<file path="src/rtl/alu_ctrl_pkg.sv">
// Shared types and constants for the ALU sequencing controller.
package alu_ctrl_pkg;

    localparam int unsigned OP_W   = 4;
    localparam int unsigned DATA_W = 16;
    localparam int unsigned TAG_W  = 4;

    localparam logic [OP_W-1:0] OP_ADD = 4'd0;
    localparam logic [OP_W-1:0] OP_SUB = 4'd1;
    localparam logic [OP_W-1:0] OP_MUL = 4'd2;
    localparam logic [OP_W-1:0] OP_DIV = 4'd3;

    typedef enum logic [1:0] {
        IDLE = 2'd0,
        EXEC = 2'd1,
        RESP = 2'd2
    } state_t;

    typedef struct packed {
        logic [OP_W-1:0]   op;
        logic [DATA_W-1:0] rs1;
        logic [DATA_W-1:0] rs2;
        logic [TAG_W-1:0]  tag;
    } req_t;

    // Codes above OP_DIV are reserved and answered with an error response.
    function automatic logic op_legal(input logic [OP_W-1:0] op);
        return (op <= OP_DIV);
    endfunction

endpackage

</file>
<file path="src/rtl/alu_req_fifo.sv">
// Request FIFO for alu_seq_ctrl.
//   clk, rst_n : clock, async active-low reset (empties the FIFO)
//   push, din  : write request (ignored when full)
//   pop        : remove head (ignored when empty)
//   head_c     : current head entry, combinational read of storage
//   full, empty, count : registered occupancy status
module alu_req_fifo
    import alu_ctrl_pkg::*;
#(
    parameter int unsigned DEPTH = 4
) (
    input  logic                         clk,
    input  logic                         rst_n,
    input  logic                         push,
    input  logic                         pop,
    input  req_t                         din,
    output req_t                         head_c,
    output logic                         full,
    output logic                         empty,
    output logic [$clog2(DEPTH+1)-1:0]   count
);

    localparam int unsigned PTR_W = (DEPTH > 1) ? $clog2(DEPTH) : 1;
    localparam int unsigned CNT_W = $clog2(DEPTH + 1);

    req_t             mem [DEPTH];
    logic [PTR_W-1:0] wr_ptr;
    logic [PTR_W-1:0] rd_ptr;
    logic             push_ok;
    logic             pop_ok;
    logic [CNT_W-1:0] count_nxt;

    assign push_ok   = push && !full;
    assign pop_ok    = pop && !empty;
    assign count_nxt = count + CNT_W'(push_ok) - CNT_W'(pop_ok);
    assign head_c    = mem[rd_ptr];

    // Pointers wrap naturally because DEPTH is a power of two.
    always_ff @(posedge clk or negedge rst_n) begin
        if (!rst_n) begin
            wr_ptr <= '0;
            rd_ptr <= '0;
            count  <= '0;
            full   <= 1'b0;
            empty  <= 1'b1;
        end else begin
            if (push_ok) wr_ptr <= wr_ptr + PTR_W'(1);
            if (pop_ok)  rd_ptr <= rd_ptr + PTR_W'(1);
            count <= count_nxt;
            full  <= (count_nxt == CNT_W'(DEPTH));
            empty <= (count_nxt == '0);
        end
    end

    // Storage needs no reset; occupancy alone decides validity.
    always_ff @(posedge clk) begin
        if (push_ok) mem[wr_ptr] <= din;
    end

endmodule

</file>
<file path="src/rtl/alu_seq_ctrl.sv">
// Sequencing controller for the 16-bit combinational ALU.
// Buffers requests, issues one at a time holding operands for the op's
// latency, and returns a tagged result over a valid/ready response port.
//   req_*  : request handshake and payload (op, rs1, rs2, tag)
//   alu_*  : drive to / result from the external ALU
//   rsp_*  : response handshake and payload (result, tag, err)
//   busy   : FIFO non-empty or controller not idle
// Build option: define ALU_DIVZERO_CHK_EN to answer DIV by zero with
// result 16'hFFFF / err=1 without issuing it to the ALU.
module alu_seq_ctrl
    import alu_ctrl_pkg::*;
#(
    parameter int unsigned DEPTH   = 4,
    parameter int unsigned MUL_LAT = 2,
    parameter int unsigned DIV_LAT = 4
) (
    input  logic              clk,
    input  logic              rst_n,
    input  logic              req_valid,
    output logic              req_ready,
    input  logic [OP_W-1:0]   req_op,
    input  logic [DATA_W-1:0] req_rs1,
    input  logic [DATA_W-1:0] req_rs2,
    input  logic [TAG_W-1:0]  req_tag,
    output logic [OP_W-1:0]   alu_op_code,
    output logic [DATA_W-1:0] alu_rs1,
    output logic [DATA_W-1:0] alu_rs2,
    output logic              alu_cin,
    output logic              alu_bin,
    input  logic [DATA_W-1:0] alu_result,
    output logic              rsp_valid,
    input  logic              rsp_ready,
    output logic [DATA_W-1:0] rsp_result,
    output logic [TAG_W-1:0]  rsp_tag,
    output logic              rsp_err,
    output logic              busy
);

    localparam int unsigned MAX_LAT = (MUL_LAT > DIV_LAT) ? MUL_LAT : DIV_LAT;
    localparam int unsigned LAT_W   = (MAX_LAT > 1) ? $clog2(MAX_LAT) : 1;
    localparam int unsigned FCNT_W  = $clog2(DEPTH + 1);

    state_t            state, state_nxt;
    logic [LAT_W-1:0]  cnt, cnt_nxt;
    logic [OP_W-1:0]   alu_op_code_nxt;
    logic [DATA_W-1:0] alu_rs1_nxt, alu_rs2_nxt;
    logic              rsp_valid_nxt;
    logic [DATA_W-1:0] rsp_result_nxt;
    logic [TAG_W-1:0]  rsp_tag_nxt;
    logic              rsp_err_nxt;
    logic              busy_nxt;

    logic              fifo_push;
    logic              fifo_pop;
    logic              fifo_full;
    logic              fifo_empty;
    logic [FCNT_W-1:0] fifo_count;
    logic [FCNT_W-1:0] fifo_count_nxt;
    req_t              fifo_head_c;
    req_t              req_word;

    logic              load;
    logic              head_divzero_c;
    logic              head_issue_c;
    logic [DATA_W-1:0] bypass_result_c;

    assign req_ready = !fifo_full;
    assign fifo_push = req_valid && req_ready;
    assign req_word  = '{op: req_op, rs1: req_rs1, rs2: req_rs2, tag: req_tag};
    assign alu_cin   = 1'b0;
    assign alu_bin   = 1'b0;

    alu_req_fifo #(
        .DEPTH (DEPTH)
    ) u_fifo (
        .clk    (clk),
        .rst_n  (rst_n),
        .push   (fifo_push),
        .pop    (fifo_pop),
        .din    (req_word),
        .head_c (fifo_head_c),
        .full   (fifo_full),
        .empty  (fifo_empty),
        .count  (fifo_count)
    );

`ifdef ALU_DIVZERO_CHK_EN
    assign head_divzero_c  = (fifo_head_c.op == OP_DIV) && (fifo_head_c.rs2 == '0);
    assign bypass_result_c = head_divzero_c ? 16'hFFFF : 16'h0000;
`else
    assign head_divzero_c  = 1'b0;
    assign bypass_result_c = 16'h0000;
`endif

    assign head_issue_c = op_legal(fifo_head_c.op) && !head_divzero_c;

    // Remaining EXEC cycles after the first one.
    function automatic logic [LAT_W-1:0] lat_m1(input logic [OP_W-1:0] op);
        case (op)
            OP_MUL:  return LAT_W'(MUL_LAT - 1);
            OP_DIV:  return LAT_W'(DIV_LAT - 1);
            default: return '0;
        endcase
    endfunction

    // Next-state and registered-output logic.
    always_comb begin
        state_nxt       = state;
        cnt_nxt         = cnt;
        alu_op_code_nxt = alu_op_code;
        alu_rs1_nxt     = alu_rs1;
        alu_rs2_nxt     = alu_rs2;
        rsp_valid_nxt   = rsp_valid;
        rsp_result_nxt  = rsp_result;
        rsp_tag_nxt     = rsp_tag;
        rsp_err_nxt     = rsp_err;
        load            = 1'b0;
        fifo_pop        = 1'b0;

        case (state)
            IDLE: begin
                if (!fifo_empty) load = 1'b1;
            end
            EXEC: begin
                if (cnt != '0) begin
                    cnt_nxt = cnt - LAT_W'(1);
                end else begin
                    rsp_result_nxt  = alu_result;
                    rsp_err_nxt     = 1'b0;
                    rsp_valid_nxt   = 1'b1;
                    alu_op_code_nxt = '0;
                    alu_rs1_nxt     = '0;
                    alu_rs2_nxt     = '0;
                    state_nxt       = RESP;
                end
            end
            RESP: begin
                if (rsp_ready) begin
                    rsp_valid_nxt = 1'b0;
                    if (!fifo_empty) load = 1'b1;
                    else             state_nxt = IDLE;
                end
            end
            default: state_nxt = IDLE;
        endcase

        // Pop the head: issue it to the ALU, or answer it directly.
        if (load) begin
            fifo_pop    = 1'b1;
            rsp_tag_nxt = fifo_head_c.tag;
            if (head_issue_c) begin
                state_nxt       = EXEC;
                cnt_nxt         = lat_m1(fifo_head_c.op);
                alu_op_code_nxt = fifo_head_c.op;
                alu_rs1_nxt     = fifo_head_c.rs1;
                alu_rs2_nxt     = fifo_head_c.rs2;
            end else begin
                state_nxt      = RESP;
                rsp_valid_nxt  = 1'b1;
                rsp_result_nxt = bypass_result_c;
                rsp_err_nxt    = 1'b1;
            end
        end

        fifo_count_nxt = fifo_count + FCNT_W'(fifo_push) - FCNT_W'(fifo_pop);
        busy_nxt       = (fifo_count_nxt != '0) || (state_nxt != IDLE);
    end

    // State and output registers.
    always_ff @(posedge clk or negedge rst_n) begin
        if (!rst_n) begin
            state       <= IDLE;
            cnt         <= '0;
            alu_op_code <= '0;
            alu_rs1     <= '0;
            alu_rs2     <= '0;
            rsp_valid   <= 1'b0;
            rsp_result  <= '0;
            rsp_tag     <= '0;
            rsp_err     <= 1'b0;
            busy        <= 1'b0;
        end else begin
            state       <= state_nxt;
            cnt         <= cnt_nxt;
            alu_op_code <= alu_op_code_nxt;
            alu_rs1     <= alu_rs1_nxt;
            alu_rs2     <= alu_rs2_nxt;
            rsp_valid   <= rsp_valid_nxt;
            rsp_result  <= rsp_result_nxt;
            rsp_tag     <= rsp_tag_nxt;
            rsp_err     <= rsp_err_nxt;
            busy        <= busy_nxt;
        end
    end

endmodule

</file>
<file path="config.mk">
export PLATFORM = sky130hd
export DESIGN_NAME = alu_seq_ctrl
export DESIGN_NICKNAME = d
export VERILOG_FILES = /design/src/rtl/alu_ctrl_pkg.sv /design/src/rtl/alu_req_fifo.sv /design/src/rtl/alu_seq_ctrl.sv
export SDC_FILE = /design/constraint.sdc
export NUM_CORES = 1
export LEC_CHECK = 0
export CAP_MARGIN = 20
export CORE_MARGIN = 2
export CORE_UTILIZATION = 45
export CTS_CLUSTER_SIZE = 8
export DETAILED_ROUTE_END_ITERATION = 10
export GPL_TIMING_DRIVEN = 1
export PLACE_DENSITY_LB_ADDON = 0.1
export SLEW_MARGIN = 40
export SYNTH_ARGS = -nofsm -noshare
export SYNTH_HDL_FRONTEND = slang
export SYNTH_SLANG_ARGS = --single-unit
</file>
<file path="constraint.sdc">
create_clock -name clk -period 2.9 [get_ports clk]
set_input_delay 0.87 -clock clk [delete_from_list [all_inputs] [get_ports clk]]
set_output_delay 0.87 -clock clk [all_outputs]
set_load 0.01 [all_outputs]
</file>
Word-level counts from Yosys, hierarchy flattened
Memory sizes are Yosys's and may differ from the RTL's.
Cells that the tools add are included.
{"block": "word_totals", "word_cells": 82, "romBits": 0, "ff_bits": 72, "ram_bits": 160, "in_bits": 60, "n_memories": 1, "latch_bits": 0, "out_inout_bits": 62}
{"memory": "u_fifo.mem", "words": 4, "width": 40, "rd": 1, "rd_ports_with_merged_regs": 0, "wr": 1, "line": "alu_req_fifo.sv:26", "text": "req_t mem [DEPTH];"}
{"block": "op_classes", "n_eq_ne": 5, "n_mul": 0, "n_lt_le_gt_ge": 1, "shift": 0, "n_mux": 42, "div": 0, "n_reduce_logical": 11, "n_addsub": 7, "bitwise": 0}
{"op": "two-way mux 16 bit", "count": 12}
{"op": "two-way mux 2 bit", "count": 9}
{"op": "two-way mux 4 bit", "count": 4}
{"op": "two-way mux 1 bit", "count": 13}
{"op": "== test 4 x 2 -> 1 bit, second input constant", "count": 2}
{"op": "adder 3 x 1 -> 3 bit", "count": 2}
{"op": "one-hot mux 2 bit (3 select lines)", "count": 1}
{"op": "subtractor 3 x 1 -> 3 bit", "count": 2}
{"op": "adder 2 x 1 -> 2 bit, second input constant", "count": 2}
{"op": "less-or-equal comparator 4 x 2 -> 1 bit, second input constant", "count": 1}
{"op": "one-hot mux 1 bit (2 select lines)", "count": 2}
{"op": "one-hot mux 2 bit (2 select lines)", "count": 1}
{"op": "nonzero test 2 bit", "count": 2}
{"op": "== test 3 bit, second input constant", "count": 1}
{"op": "logical AND 1 bit", "count": 3}
{"op": "zero test 3 bit", "count": 1}
{"op": "nonzero test 3 bit", "count": 1}
{"op": "== test 2 x 1 -> 1 bit, second input constant", "count": 1}
{"op": "== test 2 bit, second input constant", "count": 1}
{"op": "zero test 1 bit", "count": 2}
{"op": "zero test 2 bit", "count": 1}
{"op": "subtractor 2 x 1 -> 2 bit, second input constant", "count": 1}
{"op": "logical OR 1 bit", "count": 1}

Logic depth before layout (Yosys ltp)
{"block": "logic_depth", "ltp_word": 7, "mapped_depth": 12, "ltp_nobuf": 11}

Cells and area by module
Synthesis repeated with hierarchy kept, for this count alone.
{"block": "hier_totals", "hier_cells": 535, "hier_area_um2": 9076.2}
{"module": "alu_req_fifo", "seq_area_each_um2": 5031.1, "area_each_um2": 6291.0, "cells_per_inst": 246, "instances": 1}
{"module": "alu_seq_ctrl", "seq_area_each_um2": 1576.5, "area_each_um2": 2785.2, "cells_per_inst": 289, "instances": 1}

Least setup slack after synthesis
No wires, ideal clock.
{"block": "synth_timing", "kind": "in2reg", "start": "in rsp_ready", "end": "reg u_fifo.full", "arrival_ps": 2773, "path_stages": 9, "required_ps": 2812, "n_path_buf": 1, "path_slack_ps": 39, "setup_time_ps": 88, "cell_sequence": "a21oi_1 -> nor2_1 -> buf_1 -> ha_1 -> inv_1 -> ha_1 -> fa_1 -> xnor2_1 -> nor3b_1"}
{"block": "synth_between", "elab_chain_len": 6}
{"item": "start: declaration", "line": "alu_seq_ctrl.sv:32", "text": "input logic rsp_ready,"}
{"item": "two-way mux 1 bit", "line": "alu_seq_ctrl.sv:138", "text": "if (rsp_ready) begin"}
{"item": "one-hot mux 1 bit (2 select lines)", "line": "alu_seq_ctrl.sv:120", "text": "case (state)"}
{"item": "two-way mux 1 bit", "line": "alu_seq_ctrl.sv:148", "text": "if (load) begin"}
{"item": "logical AND 1 bit", "line": "alu_req_fifo.sv:34", "text": "assign pop_ok = pop && !empty;"}
{"item": "named net u_fifo.pop_ok", "line": "alu_req_fifo.sv:30", "text": "logic pop_ok;"}
{"item": "subtractor 3 x 1 -> 3 bit", "line": "alu_req_fifo.sv:35", "text": "assign count_nxt = count + CNT_W'(push_ok) - CNT_W'(pop_ok);"}
{"item": "named net u_fifo.count_nxt[2]", "line": "alu_req_fifo.sv:31", "text": "logic [CNT_W-1:0] count_nxt;"}
{"item": "== test 3 bit", "line": "alu_req_fifo.sv:50", "text": "full <= (count_nxt == CNT_W'(DEPTH));"}
{"item": "end signal: assignment", "line": "alu_req_fifo.sv:50"}
{"item": "end: declaration", "line": "alu_req_fifo.sv:18", "text": "output logic full,"}
The timed path passes the listed nets, and every way through them passes these cells.
A chain may end at the register's enable or synchronous reset.

Worst setup path in the final report
{"block": "layout_timing", "start": "in rsp_ready", "end": "reg u_fifo.full"}
{"block": "layout_between", "elab_chain_len": 6}
{"item": "two-way mux 1 bit", "line": "alu_seq_ctrl.sv:138"}
{"item": "one-hot mux 1 bit (2 select lines)", "line": "alu_seq_ctrl.sv:120"}
{"item": "two-way mux 1 bit", "line": "alu_seq_ctrl.sv:148"}
{"item": "logical AND 1 bit", "line": "alu_req_fifo.sv:34"}
{"item": "subtractor 3 x 1 -> 3 bit", "line": "alu_req_fifo.sv:35"}
{"item": "named net u_fifo.count_nxt[2]", "line": "alu_req_fifo.sv:31"}
{"item": "== test 3 bit", "line": "alu_req_fifo.sv:50"}
The timed path passes the listed nets, and every way through them passes these cells.

==> impl_results.md <==
* Status: complete, no violations
* Slew HR at 60.1%
* RSZ-0062 raised after global routing: no
* Critical path required time at 3290 ps
* Fmax at 0.383 GHz
* Critical path arrival at 3000 ps
* Vias in the first global route at 5163
* Drt total wl at 17.4 mm
* Worst Skew at 18.0 ps
* Footprint of the multi-input gates at 0.00229 mm^2
* Largest net degree at the start of global routing at 58
* Pre-Repair DR Iteration Count at 4
* Grt ovf at 0
* Worst Tran Pin Value at 598 ps
* Crit end category: flop
* Logic gate share of total power at 32.2%
* Hold_buf cts at 0
* Main area contributors after synthesis: edfxtp_1 53%, dfrtp_1 20%, mux4_2 9.4%
* Pint at 0.00884 W
* Post-route ant nets at 0
* Synth Register Bits at 232
* P per Cell Area at 1050 mW/mm^2
* Register area at 0.00661 mm^2
* Final setup viols at 0
* DRC at 0
* Number of synthesized flops with an enable pin at 160
* FF-to-FF path depth at 10
* Final nets at 720
* Drt initial violations at 191
* Setup TNS at 0 ps
* Worst flop-to-flop path startpoint: state[0]
* Detailed placement HPWL at 10.2 mm
* Mapped Cells at 496
* Final hold slack at 366 ps
* Fin worst setup slack at 292 ps
* Startpoint class of the critical path: input pin
* Diode count at 0
* Die area at 0.0213 mm^2
* Switching power of the nets at 0.00340 W
* RR Endpoint: u_fifo.full
* Clock group share of total power at 28.7%
* Post-CTS Setup Inserts at 0
* # fillers at 1543
* Routed vias at 4710
* Num rows at 51
* Synth-to-layout area growth at 28.9%
* Final Hold Vio Count at 0
* Routability cong. at 0.726
* Initial Util at 46.2%
* Root buf cell: clkbuf_16
* Max-cap check violation count at 0
* DP Worst Slack at -187 ps
* Clk slew on worst S/H paths at 50 ps
* Clock buffer depth at 3
* Static Leak at 4.25 nW
* Flop pwr share at 39.1%
* Post-synthesis sequential area ratio at 72.8%
* Core Area at 0.0197 mm^2
* Max-slew violations at 0
* Share of the synthesized area in the top cell type at 53.0%
* H-tree levels at 2
* Post-CTS Resized at 0
* GRT Overall Usage at 16.9%
* Height of the die at 146 um
* YS warnings at 0
* DR WL/cell at 18.6 um
* Tcrit/Tclk final at 89.9%
* Synth cell types at 39
* First-pass GRT wire length at 28.1 mm
* Clk sink count at 232
* Crit Path Category: input pin to flop
* Share of layout cells above drive strength 1 at 21.9%
* Reg2reg setup slack at 470 ps
* Crit path max fanout at 4
* Predominant post-synthesis flop cell: edfxtp_1
* Area leader, netlist: edfxtp_1
* Die Wd at 146 um
* I/O Pins at 122
* Antenna violations before repair at 0
* TritonCTS clock tree: done
* Hold WC Path Type: input pin to async pin
* Cell Area, Synth at 0.00907 mm^2
* Routed vias/inst at 5.04
* Syn avg cell area at 18.3 um^2
* Count of buffers from port buffering at 119
* Ys async rst share at 31.0%
* Switching Share at 27.8%
* Minimum clock period at 2610 ps
* Clock latency on the worst-skew pair at 490 ps
* Num CTS Buffers at 34
* VDD IR max at 517 uV
synth_stat cells (2+ instances only):
library cell / n
a2111o_1: 2
a21oi_1: 19
and2_1: 5
buf_1: 2
buf_2: 9
buf_4: 4
buf_6: 3
clkbuf_1: 9
dfrtp_1: 71
edfxtp_1: 160
fa_1: 2
ha_1: 11
inv_1: 11
mux2_2: 33
mux2_4: 6
mux4_2: 38
nand2_1: 38
nand2b_1: 3
nand3_1: 2
nor2_1: 2
nor2b_1: 36
nor3b_1: 3
nor4_1: 2
nor4b_1: 2
o21ai_0: 5
xnor2_1: 4
xor2_1: 2
registers in the layout, summed over array words and instances, names as in the netlist:
register / flops
rsp_err: 1
alu_rs1: 16
u_fifo.wr_ptr: 2
rsp_valid: 1
state: 2
u_fifo.empty: 1
u_fifo.full: 1
cnt: 2
u_fifo.mem: 160
rsp_tag: 4
rsp_result: 16
alu_rs2: 16
alu_op_code: 4
busy: 1
u_fifo.count: 3
u_fifo.rd_ptr: 2
cell families (layout without fill, tap and decap cells):
| logic type | after synthesis | after routing | share of synthesized area [%] |
|---|---|---|---|
| flops | 232 | 232 | 72.8 |
| simple gates | 100 | 100 | 6.14 |
| mux | 78 | 78 | 14.6 |
| buf+inv | 38 | 211 | 2.11 |
| compound gates | 28 | 28 | 1.72 |
| fa+ha+maj | 13 | 13 | 1.96 |
| xor+xnor | 6 | 6 | 0.579 |
| other cells | 1 | 2 | 0.0413 |
stage by stage:
stage                     instances  utilization, %  power, W  area [um^2]
after floorplan                 497               -   0.00729         9080
after global placement          876            54.5   0.00876        10700
after detailed placement        876            54.5   0.00886        10700
after CTS                       935            59.5    0.0125        11700
after global routing            935            59.5    0.0130        11700
final                           935            59.5    0.0122        11700
power groups by stage:
stage,combinational (W),sequential (W),clock (W)
after floorplan,0.00238,0.00490,0
after global placement,0.00394,0.00482,0
after detailed placement,0.00401,0.00485,0
after CTS,0.00403,0.00480,0.00362
after global routing,0.00432,0.00487,0.00378
final,0.00394,0.00479,0.00351
placed cells by master, fill, tap and decap left out, drive strengths merged, types with 2 or more instances in the layout:
cell             n
nand2           38
nor2             2
mux4            38
xor2             2
nand2b           3
nor3b            4
buf             23
and2             5
clkbuf          58
inv             12
nor3             2
o21ai            5
a2111o           2
fa               2
nor4             3
a21oi           19
conb             2
edfxtp         160
dfrtp           71
xnor2            4
nand3            2
clkdlybuf4s50  118
nor2b           36
mux2            39
nor4b            2
ha              11
worst max-delay path by stage:
stage                         start          end  slack, ps
after global routing      rsp_ready  u_fifo.full        170
after CTS                 rsp_ready  u_fifo.full        300
final                     rsp_ready  u_fifo.full        290
after detailed placement  rsp_ready  u_fifo.full       -190
after global placement    rsp_ready  u_fifo.full       -130
after floorplan           rsp_ready  u_fifo.full         40
per-layer routing:
layer / share of wire, % / GRT usage, % / vias to the layer above
met5: 0 / 0 / -
met4: 1.9 / 5.19 / 0
met3: 6.1 / 4.26 / 31
met2: 49 / 28.7 / 139
met1: 43 / 21.7 / 2368
li1: - / - / 2172
final cells by class:
type / instances / area share [%]
clock buffers: 58 / 8.23
inverters: 11 / 0.353
well taps: 265 / 2.84
multi-input cells: 227 / 19.6
clock inverters: 1 / 0.0749
repair buffers: 141 / 12.4
flip-flops and latches: 232 / 56.5
worst max-delay path, stage by stage:
cell and delay (ps):
clkdlybuf4s50_1 430, a21oi_1 210, nor2_1 110, ha_1 290, inv_1 40, ha_1 180
fa_1 410, xnor2_1 250, nor3b_1 210
(Power assumes the default switching activity.)
